## src/rtl/instr_fetch_unit.sv

```systemverilog
// Instruction fetch requester: owns the PC, waits RD_WAIT cycles on instruction memory,
// and hands captured words to decode over valid/ready. Handles redirects and end of image.
module instr_fetch_unit #(
    parameter logic [31:0] RESET_PC = 32'd0,
    parameter logic [31:0] MEM_SIZE = 32'd40,
    parameter int unsigned RD_WAIT  = 2
) (
    input  logic        clk,
    input  logic        rst_n,
    input  logic        enable,
    output logic [31:0] mem_addr,
    input  logic [31:0] mem_instr,
    output logic [31:0] instr_out,
    output logic [31:0] pc_out,
    output logic        instr_valid,
    input  logic        instr_ready,
    input  logic        redirect,
    input  logic [31:0] redirect_addr,
    output logic        fetch_done,
    output logic        align_err
);

    localparam int unsigned CW = (RD_WAIT > 1) ? $clog2(RD_WAIT) : 1;

    typedef enum logic [2:0] {
        StIdle,
        StIssue,
        StWait,
        StHold,
        StDone,
        StErr
    } state_e;

    state_e        state;
    logic [31:0]   pc;
    logic [CW-1:0] wait_cnt;

    // Memory sees the PC directly; pc only moves on capture or redirect, never mid-wait.
    assign mem_addr = pc;

    always_ff @(posedge clk or negedge rst_n) begin
        if (!rst_n) begin
            state       <= StIdle;
            pc          <= RESET_PC;
            wait_cnt    <= '0;
            instr_out   <= '0;
            pc_out      <= '0;
            instr_valid <= 1'b0;
            fetch_done  <= 1'b0;
            align_err   <= 1'b0;
        end else if (redirect && (state != StErr)) begin
            instr_valid <= 1'b0;
            wait_cnt    <= '0;
            if (redirect_addr[1:0] != 2'b00) begin
                align_err <= 1'b1;
                state     <= StErr;
            end else begin
                pc         <= redirect_addr;
                fetch_done <= 1'b0;
                state      <= enable ? StIssue : StIdle;
            end
        end else begin
            case (state)
                StIdle: begin
                    if (enable) begin
                        state <= StIssue;
                    end
                end
                StIssue: begin
                    if (pc >= MEM_SIZE) begin
                        fetch_done <= 1'b1;
                        state      <= StDone;
                    end else begin
                        wait_cnt <= CW'(RD_WAIT - 1);
                        state    <= StWait;
                    end
                end
                StWait: begin
                    if (wait_cnt == '0) begin
                        instr_out   <= mem_instr;
                        pc_out      <= pc;
                        pc          <= pc + 32'd4;
                        instr_valid <= 1'b1;
                        state       <= StHold;
                    end else begin
                        wait_cnt <= wait_cnt - CW'(1);
                    end
                end
                StHold: begin
                    if (instr_ready) begin
                        instr_valid <= 1'b0;
                        state       <= enable ? StIssue : StIdle;
                    end
                end
                StDone: ;
                StErr: ;
                default: state <= StIdle;
            endcase
        end
    end

endmodule

```

## config.mk

```make
export PLATFORM = sky130hd
export DESIGN_NAME = instr_fetch_unit
export DESIGN_NICKNAME = d
export VERILOG_FILES = /design/src/rtl/instr_fetch_unit.sv
export SDC_FILE = /design/constraint.sdc
export NUM_CORES = 1
export LEC_CHECK = 0
export CAP_MARGIN = 25
export CORE_MARGIN = 2
export CORE_UTILIZATION = 49
export DETAILED_ROUTE_END_ITERATION = 10
export GPL_TIMING_DRIVEN = 1
export PLACE_DENSITY_LB_ADDON = 0.1
export SYNTH_ARGS = -nofsm -noshare
export SYNTH_HDL_FRONTEND = slang
export SYNTH_SLANG_ARGS = --single-unit
export TNS_END_PERCENT = 5
```

## constraint.sdc

```tcl
create_clock -name clk -period 3.5 [get_ports clk]
set_input_delay 0.875 -clock clk [delete_from_list [all_inputs] [get_ports clk]]
set_output_delay 0.875 -clock clk [all_outputs]
set_load 0.1 [all_outputs]
```

Word level (Yosys, flattened, before mapping). Cells that the tools add are included.

Register bits after elaboration: 103. Input bits: 69. Output and inout port bits: 99. Word-level logic and storage cells: 66.

$add $sub $neg: 2. Order comparisons: 1. Eq/ne operators: 13. Mux-type cells: 24. Bitwise operators: 2. Reductions and logical operators: 16.

Operators by type and width (number): $mux 32 (4); $add 32x3->32 const B (1); $ge 32x6->1 const B (1); $mux 3 (6); $ne 3x3->1 const B (5); $pmux 3 s5 (1); $reduce_and 3->1 (4); $mux 1 (11); $reduce_bool 2->1 (4); $eq 3x2->1 const B (2); $eq 3x3->1 const B (2); $reduce_bool 3->1 (2); $ne 2x1->1 const B (2); $pmux 1 s2 (2); $reduce_and 2->1 (2); $reduce_and 4->1 (1); $eq 3x1->1 const B (1); $logic_not 3->1 (1); $ne 2x2->1 const B (1); $not 1->1 (2); $reduce_or 2->1 (1); $logic_and 1x1->1 (1); $sub 1x1->1 const B (1).

Longest topological paths before layout. Gate-level depths: netlist of the first run.

Depth after elaboration: 4. Gate-level depth with buffers: 8. Gate-level depth less buffers: 6.

Least setup slack after synthesis of the first run. OpenSTA, ideal clock, no wires.

Path kind: reg2reg. From: reg pc[3] (netlist: mem_addr[3]). To: reg pc[24] (netlist: mem_addr[24]). Library setup time: 127 ps. Arrival time: 2437 ps. Required time: 3373 ps. Slack: 936 ps. Cell stages (with the launch flop): 8. Path buffers: 1. Clock period less this slack: 2564 ps. Cells stage by stage: dfrtp_1 -> ha_1 -> nand3_1 -> nand4bb_1 -> clkbuf_1 -> or3_2 -> o21ai_0 -> a21oi_1.

Word-level cells in the longest chain between the ends: 4.

Ends and longest elaborated chain: start: declaration (line 35) `logic [31:0] pc;`; start signal: assignment (line 58) `pc <= redirect_addr;`; start signal: assignment (line 82) `pc <= pc + 32'd4;`; $add 32x3->32 (line 82); $mux 32 (line 79) `if (wait_cnt == '0) begin`; $mux 32 (line 63) `case (state)`; $mux 32 (line 51) `end else if (redirect && (state != StErr)) begin`.

No other way between the ends. The select of a mux whose other input is x is not followed. A chain may end at the register's enable or synchronous reset.

Worst setup path after layout of the first run.
From: in redirect. To: reg pc[10] (netlist: mem_addr[10]).

Word-level cells in the longest chain between the ends: 3. Elaborated cells on any way between the ends: 6. Classes of those cells: 2 x eq/ne; 1 x mux; 3 x reduce/logical.

Ends and longest elaborated chain: start: declaration (line 17) `input logic redirect,`; $logic_and 1x1->1 (*) (line 51); $ne 2x1->1 (no line) (tied with other cells); $reduce_and 3->1 (no line).

Mark *: on every way between the ends. The rest lies on a longest branch, timed or not.

==> flow_summary_export.csv, run 1 <==
group,metric,value,unit
synthesis,ys_warn_count,0,
sta,hold_viol,0,
route,dr.pass1.iters,4,
route,vias_per_cell,5.33,
die,die_w,103,um
global_route,grt_use_total,24.7,%
worst_hold_path,worstHoldPathType,"flip-flop to flip-flop",
synthesis,synth_top_area_share,53.7,%
route,dr_total_vias,4558,
clocking,cts_setup_buffers,0,
global_route,grt_pass1_wl,20300,um
setup_path,required,3.77,ns
synthesis,ys_types,50,
power,ir_worst_vdd,635,uV
finish,drive_gt1_share,19.0,%
setup_path,cp_top_family,"simple AND/OR/NAND/NOR gates",
synthesis,synthCells,561,
setup_path,r2r_slack,1.15,ns
synthesis,synthTopCellsByArea,"dfrtp_1 (54%), nand2_1 (17%), a21oi_1 (3.0%)",
clocking,clk_path_buf_depth,2,
global_route,grt_max_degree,70,
setup_path,rr_endpoint,"mem_addr[26]",
die,fp.coreArea,9640,um2
synthesis,avgSynthCellArea,8.55,um2
clocking,cts.clk_slew.worst_paths,0.10,ns
clocking,cts_hold_buf,0,
die,floorplan.io_pins,168,
sta,max_freq,0.377,GHz
power,p_leak,3.27,nW
status,status,"finished, final reports clean",
global_route,antenna_found_initial,0,
clocking,cts_root_buffer,"clkbuf_8",
clocking,h-tree-depth,3,
sta,worstMarginPinSlew,0.905,ns
worst_hold_path,whs_path_depth,2,
place,place_hpwl,9180,um
route,ant_nets,0,
sta,period_share,75.7,%
clocking,cts_buffers,9,
clocking,cts_tree,"built",
die,die_h,103,um
sta,finalSetupViolCount,0,
route,routed_wirelength,13100,um
finish,syn2layout_area_growth,36.5,%
die,dieArea,10600,um2
setup_path,cp.arrival,2.92,ns
place,gp_congestion,0.871,
synthesis,ys_seq_area_share,53.7,%
setup_path,crit_chain,"clkdlybuf4s50_1, nor3b_1, nand2_1, nand2_1, o21ai_0, a22o_1",
sta,setup_tns,0,ns
setup_path,crit_top_cell,"nand2_1",
setup_path,cp-end-kind,"flip-flop",
die,initial_utilization,49.8,%
clocking,cts.repair.resized,0,
setup_path,r2r-start,"mem_addr[3]",
finish,fillCellCount,825,
synthesis,syn_area,4800,um2
finish,post-route-util,67.9,%
setup_path,ff2ff_path_depth,6,
sta,slew_violations,0,
route,drt_drc_violations_left,0,
run,drv_cap,0,
synthesis,synth-edff-count,0,
synthesis,synthFlopType,"dfrtp_1",
setup_path,slowest_delay,0.60,ns
finish,nets,788,
sta,slew_headroom,39.6,%
power,p_per_area,673,nW/um2
setup_path,path_buf_inv,1,
synthesis,synthArstFlopShare,100,%
clocking,cts.sinks,103,
sta,rsz0062_at_grt,"false",
synthesis,syn_nets,632,
die,rows,36,
setup_path,crit_path_max_fanout,15,
place,io_buffers,167,
sta,period_needed,2.65,ns
global_route,grt_overflow,0,
sta,hold_slack,0.479,ns
finish,num_antenna_cells,0,
worst_hold_path,worstHoldStart,"pc_out[1]",
clocking,insertion_delay,0.37,ns
synthesis,synth_area_leader_cell,"dfrtp_1",
worst_hold_path,whs_endpoint,"pc_out[1]",
synthesis,ys_ff_latch,103,
route,wl_per_cell,15.4,um
setup_path,critPathSlowestCell,"clkdlybuf4s50_1",
global_route,grt_pass1_vias,4068,
sta,skew,0.0128,ns
setup_path,start_kind,"input port",
setup_path,criticalPathCategory,"input port to flip-flop",
route,drtIter0Drc,241,
sequential cells by signal, indices dropped and copies added, names as in the netlist:
register     flops
pc_out          32
instr_valid      1
mem_addr        32
instr_out       32
wait_cnt         1
fetch_done       1
align_err        1
state            3
per-layer routing:
layer	global-route usage [%]	vias up	share of wire (%)
met3	5.36	13	6.1
met4	6.98	0	1.1
met2	39.7	163	49
met1	34.0	2154	43
li1	-	2228	-
met5	0	-	0
report_power, final:
group,switching [mW],total (mW),internal [mW]
logic,1.49,1.99,0.494
clock network,0.410,0.762,0.351
registers,0.320,1.66,1.34
total,2.22,4.41,2.18
Yosys cell counts (3+ instances only):
cell type,number
a211oi_1,3
o22ai_1,13
nand3_1,18
and2_1,6
clkbuf_1,21
nor2_1,19
dfrtp_1,103
nand4_1,7
o22a_1,3
a21oi_1,29
inv_1,11
nor3b_1,3
buf_2,10
a2bb2oi_1,5
nor4_1,11
and3_1,3
o211ai_1,4
nand2_1,217
a31o_2,3
a311oi_1,4
nor3_1,7
o21ai_0,23
worst max-delay path by stage:
stage	start	to	slack (ns)	cells past startpoint
6_report	redirect	mem_addr[10]	0.85	6
5_1_grt	redirect	mem_addr[2]	0.71	7
4_1_cts	redirect	mem_addr[10]	0.90	6
3_5_place_dp	redirect	mem_addr[10]	0.51	6
3_3_place_gp	redirect	mem_addr[10]	0.61	6
2_1_floorplan	mem_addr[3]	mem_addr[24]	0.94	7
cell usage in the layout, fill, tap and decap left out, types with 2 or more instances in the layout:
master,netlist,final
nor2_1,19,19
a22oi_1,2,2
clkinv_4,0,2
a211oi_1,3,3
dfrtp_1,103,103
inv_1,11,11
nor3b_1,3,3
and3_1,3,3
nand4_1,7,7
o22a_1,3,3
a311oi_1,4,4
o21ai_0,23,23
o211ai_1,4,4
clkbuf_8,0,10
a2bb2oi_1,5,5
a21oi_1,29,29
o2bb2a_1,2,2
buf_4,0,111
and3_2,2,2
nand2_1,217,216
a41oi_1,2,2
and4_1,2,2
nor3_1,7,7
o311ai_0,2,2
o22ai_1,13,13
ha_1,2,2
clkinv_2,0,2
nor4_1,11,11
nand3_1,18,18
and2_1,6,5
a31o_2,3,3
nand2b_1,2,2
or3_1,2,2
clkdlybuf4s50_1,0,67
cells by family (layout without fill, tap and decap cells):
group	count (synthesis)	after routing	synth area share [%]
AND/OR/NAND/NOR	307	307	27.9
AO/OA/AOI/OAI	103	103	13.8
flip-flops	103	103	53.7
buffers and inverters	45	206	3.81
adder cells (fa/ha/maj)	3	3	0.730
worst min-delay path: stages (launching register included):
cell and delay [ns]:
dfrtp_1 0.35, nand2_1 0.05, nand2_1 0.05
cell type report:
type | count | area, um2 | area share, %
inverters | 11 | 41.3 | 0.630
clock buffers | 11 | 141 | 2.16
repair buffers | 179 | 1520 | 23.3
clock inverters | 5 | 57.6 | 0.879
well taps | 133 | 166 | 2.54
multi-input cells | 413 | 2040 | 31.2
flip-flops and latches | 103 | 2580 | 39.4
metrics by stage:
| stage | worst slack [ns] | cell area [um2] | power (mW) | cells |
|---|---|---|---|---|
| after floorplan | 0.936 | 4800 | 3.12 | 561 |
| after global routing | 0.711 | 6550 | 4.60 | 855 |
| final | 0.851 | 6550 | 4.41 | 855 |
| after CTS | 0.905 | 6550 | 4.42 | 855 |
| after detailed placement | 0.507 | 6350 | 3.66 | 839 |
| after global placement | 0.612 | 6350 | 3.62 | 839 |
No activity file was read; power rests on OpenSTA's default activity.
==> inputs of run 2 (changes only) <==
--- a/config.mk
+++ b/config.mk
@@ -7,7 +7,7 @@
 export LEC_CHECK = 0
 export CAP_MARGIN = 25
 export CORE_MARGIN = 2
-export CORE_UTILIZATION = 49
+export CORE_UTILIZATION = 41
 export DETAILED_ROUTE_END_ITERATION = 10
 export GPL_TIMING_DRIVEN = 1
 export PLACE_DENSITY_LB_ADDON = 0.1
==> constraint.sdc (replaced) <==
create_clock -name clk -period 2.2 [get_ports clk]
set_input_delay 0.55 -clock clk [delete_from_list [all_inputs] [get_ports clk]]
set_output_delay 0.55 -clock clk [all_outputs]
set_load 0.1 [all_outputs]
==> run 2 against run 1 <==
Clock skew decreased by 0.0075 ns. Routed wire length grew 6.9%. Die area up 19%. Cell count increased by 4.6%. First-iteration DRC count up 7.1%. Clock-buffer cell count rose by 3. Worst setup slack worse by 0.68 ns.
==> flow_summary_export.csv, run 2 (synthesis gave the netlist of run 1 again) <==
group,metric,value,unit
setup_path,cp-end-kind,"flip-flop",
power,ir_worst_vdd,1250,uV
global_route,grt_pass1_wl,22900,um
finish,multiInputGateArea,2050,um2
setup_path,criticalPathCategory,"flip-flop to flip-flop",
finish,layout_common_cells,"nand2_1 (216), buf_4 (129), dfrtp_1 (83), clkdlybuf4s50_1 (67), a21oi_1 (29)",
setup_path,required,2.44,ns
clocking,cts_setup_buffers,0,
global_route,grt_pass1_vias,4533,
finish,seq_area,2600,um2
sta,slew_violations,0,
setup_path,critPathSlowestCell,"or3_2",
finish,layout_commonest_cell,"nand2_1",
global_route,grt_max_degree,51,
die,floorplan.io_pins,168,
die,die_h,112,um
power,p_per_area,1090,nW/um2
route,drtIter0Drc,258,
sta,rsz0062_at_grt,"false",
die,dieArea,12600,um2
sta,hold_slack,0.106,ns
finish,fillCellCount,1027,
die,rows,39,
die,initial_utilization,42.0,%
global_route,grt_use_total,22.6,%
clocking,cts.clk_slew.worst_paths,0.07,ns
setup_path,rr_endpoint,"mem_addr[24]",
setup_path,r2r-start,"mem_addr[3]",
route,dr.pass1.iters,5,
sta,worstMarginPinSlew,0.432,ns
setup_path,crit_path_max_fanout,8,
finish,nets,818,
run,drv_cap,0,
clocking,cts_hold_buf,0,
sta,max_freq,0.492,GHz
setup_path,r2r_slack,0.17,ns
setup_path,ff2ff_path_depth,6,
route,vias_per_cell,5.28,
clocking,cts_root_buffer,"clkbuf_16",
place,gp_congestion,0.891,
route,routed_wirelength,14100,um
finish,num_antenna_cells,0,
status,status,"finished, final reports clean",
finish,post-route-util,61.5,%
setup_path,slowest_delay,0.52,ns
setup_path,start_kind,"flip-flop",
clocking,cts.sinks,103,
global_route,grt_overflow,0,
sta,slew_headroom,70.8,%
clocking,insertion_delay,0.35,ns
sta,skew,0.00535,ns
sta,setup_slack,0.169,ns
power,finalPower,7.64,mW
setup_path,crit_chain,"ha_1, nand3_1, nand4bb_1, or3_2, o21ai_0, a21oi_1",
place,place_hpwl,10300,um
place,place_ws,-0.275,ns
die,die_w,112,um
finish,drive_gt1_share,24.5,%
finish,syn2layout_area_growth,46.5,%
global_route,antenna_found_initial,0,
place,io_buffers,167,
route,ant_nets,0,
power,p_leak,3.47,nW
route,dr_total_vias,4718,
clocking,cts_tree,"built",
route,drt_drc_violations_left,0,
clocking,clk_path_buf_depth,2,
sta,period_share,92.3,%
die,fp.coreArea,11400,um2
clocking,h-tree-depth,3,
clocking,cts.repair.resized,0,
clocking,cts_buffers,9,
sta,finalSetupViolCount,0,
setup_path,cp.arrival,2.27,ns
sta,period_needed,2.03,ns
worst_hold_path,worstHoldPathType,"input port to asynchronous set/reset pin",
route,wl_per_cell,15.7,um
sta,hold_viol,0,
## run 2: critical path: cells and delay by family, from the launching register on
kind,cells,cell delay (ns)
adder cells (fa/ha/maj),1,0.22
flip-flops,1,0.44
AND/OR/NAND/NOR,3,1.08
AO/OA/AOI/OAI,2,0.16
## run 2: worst max path at each step
stage,cells after the start,to,start,slack (ns)
finish,6,mem_addr[24],mem_addr[3],0.17
global route,6,mem_addr[26],mem_addr[3],0.03
CTS,7,mem_addr[13],redirect,0.10
detailed placement,7,mem_addr[13],redirect,-0.28
global placement,7,mem_addr[13],redirect,-0.22
floorplan,7,mem_addr[24],mem_addr[3],-0.002
## run 2: cell type report
class                      instances  share of cell area (%)
clock buffer                      14                    3.61
clock inverter                     1                  0.0712
inverter                          11                   0.588
multi-input combinational        413                    29.1
sequential                       103                    37.0
tap                              143                    2.55
timing repair buffer             209                    27.0
## run 2: report_power, final
| group | leakage [nW] | switching [mW] | internal [mW] |
|---|---|---|---|
| registers | 1.35 | 0.472 | 2.17 |
| clock network | 0.127 | 0.668 | 0.793 |
| logic | 2.00 | 2.49 | 1.05 |
| total | 3.47 | 3.63 | 4.01 |
## run 2: routing by layer
metal	up-vias	wire length, um	GRT usage, %
met3	24	692	3.89
met1	2258	6260	31.2
met4	0	333	9.84
met5	-	0	0
met2	150	6770	35.2
li1	2286	-	-
## run 2: per-stage QoR
step	area [um2]	TNS (ns)	cells
3_5_place_dp	6760	-1.87	879
4_1_cts	7020	0	894
5_1_grt	7030	0	894
2_1_floorplan	4820	-0.00154	561
6_report	7030	0	894
3_3_place_gp	6760	-1.28	879
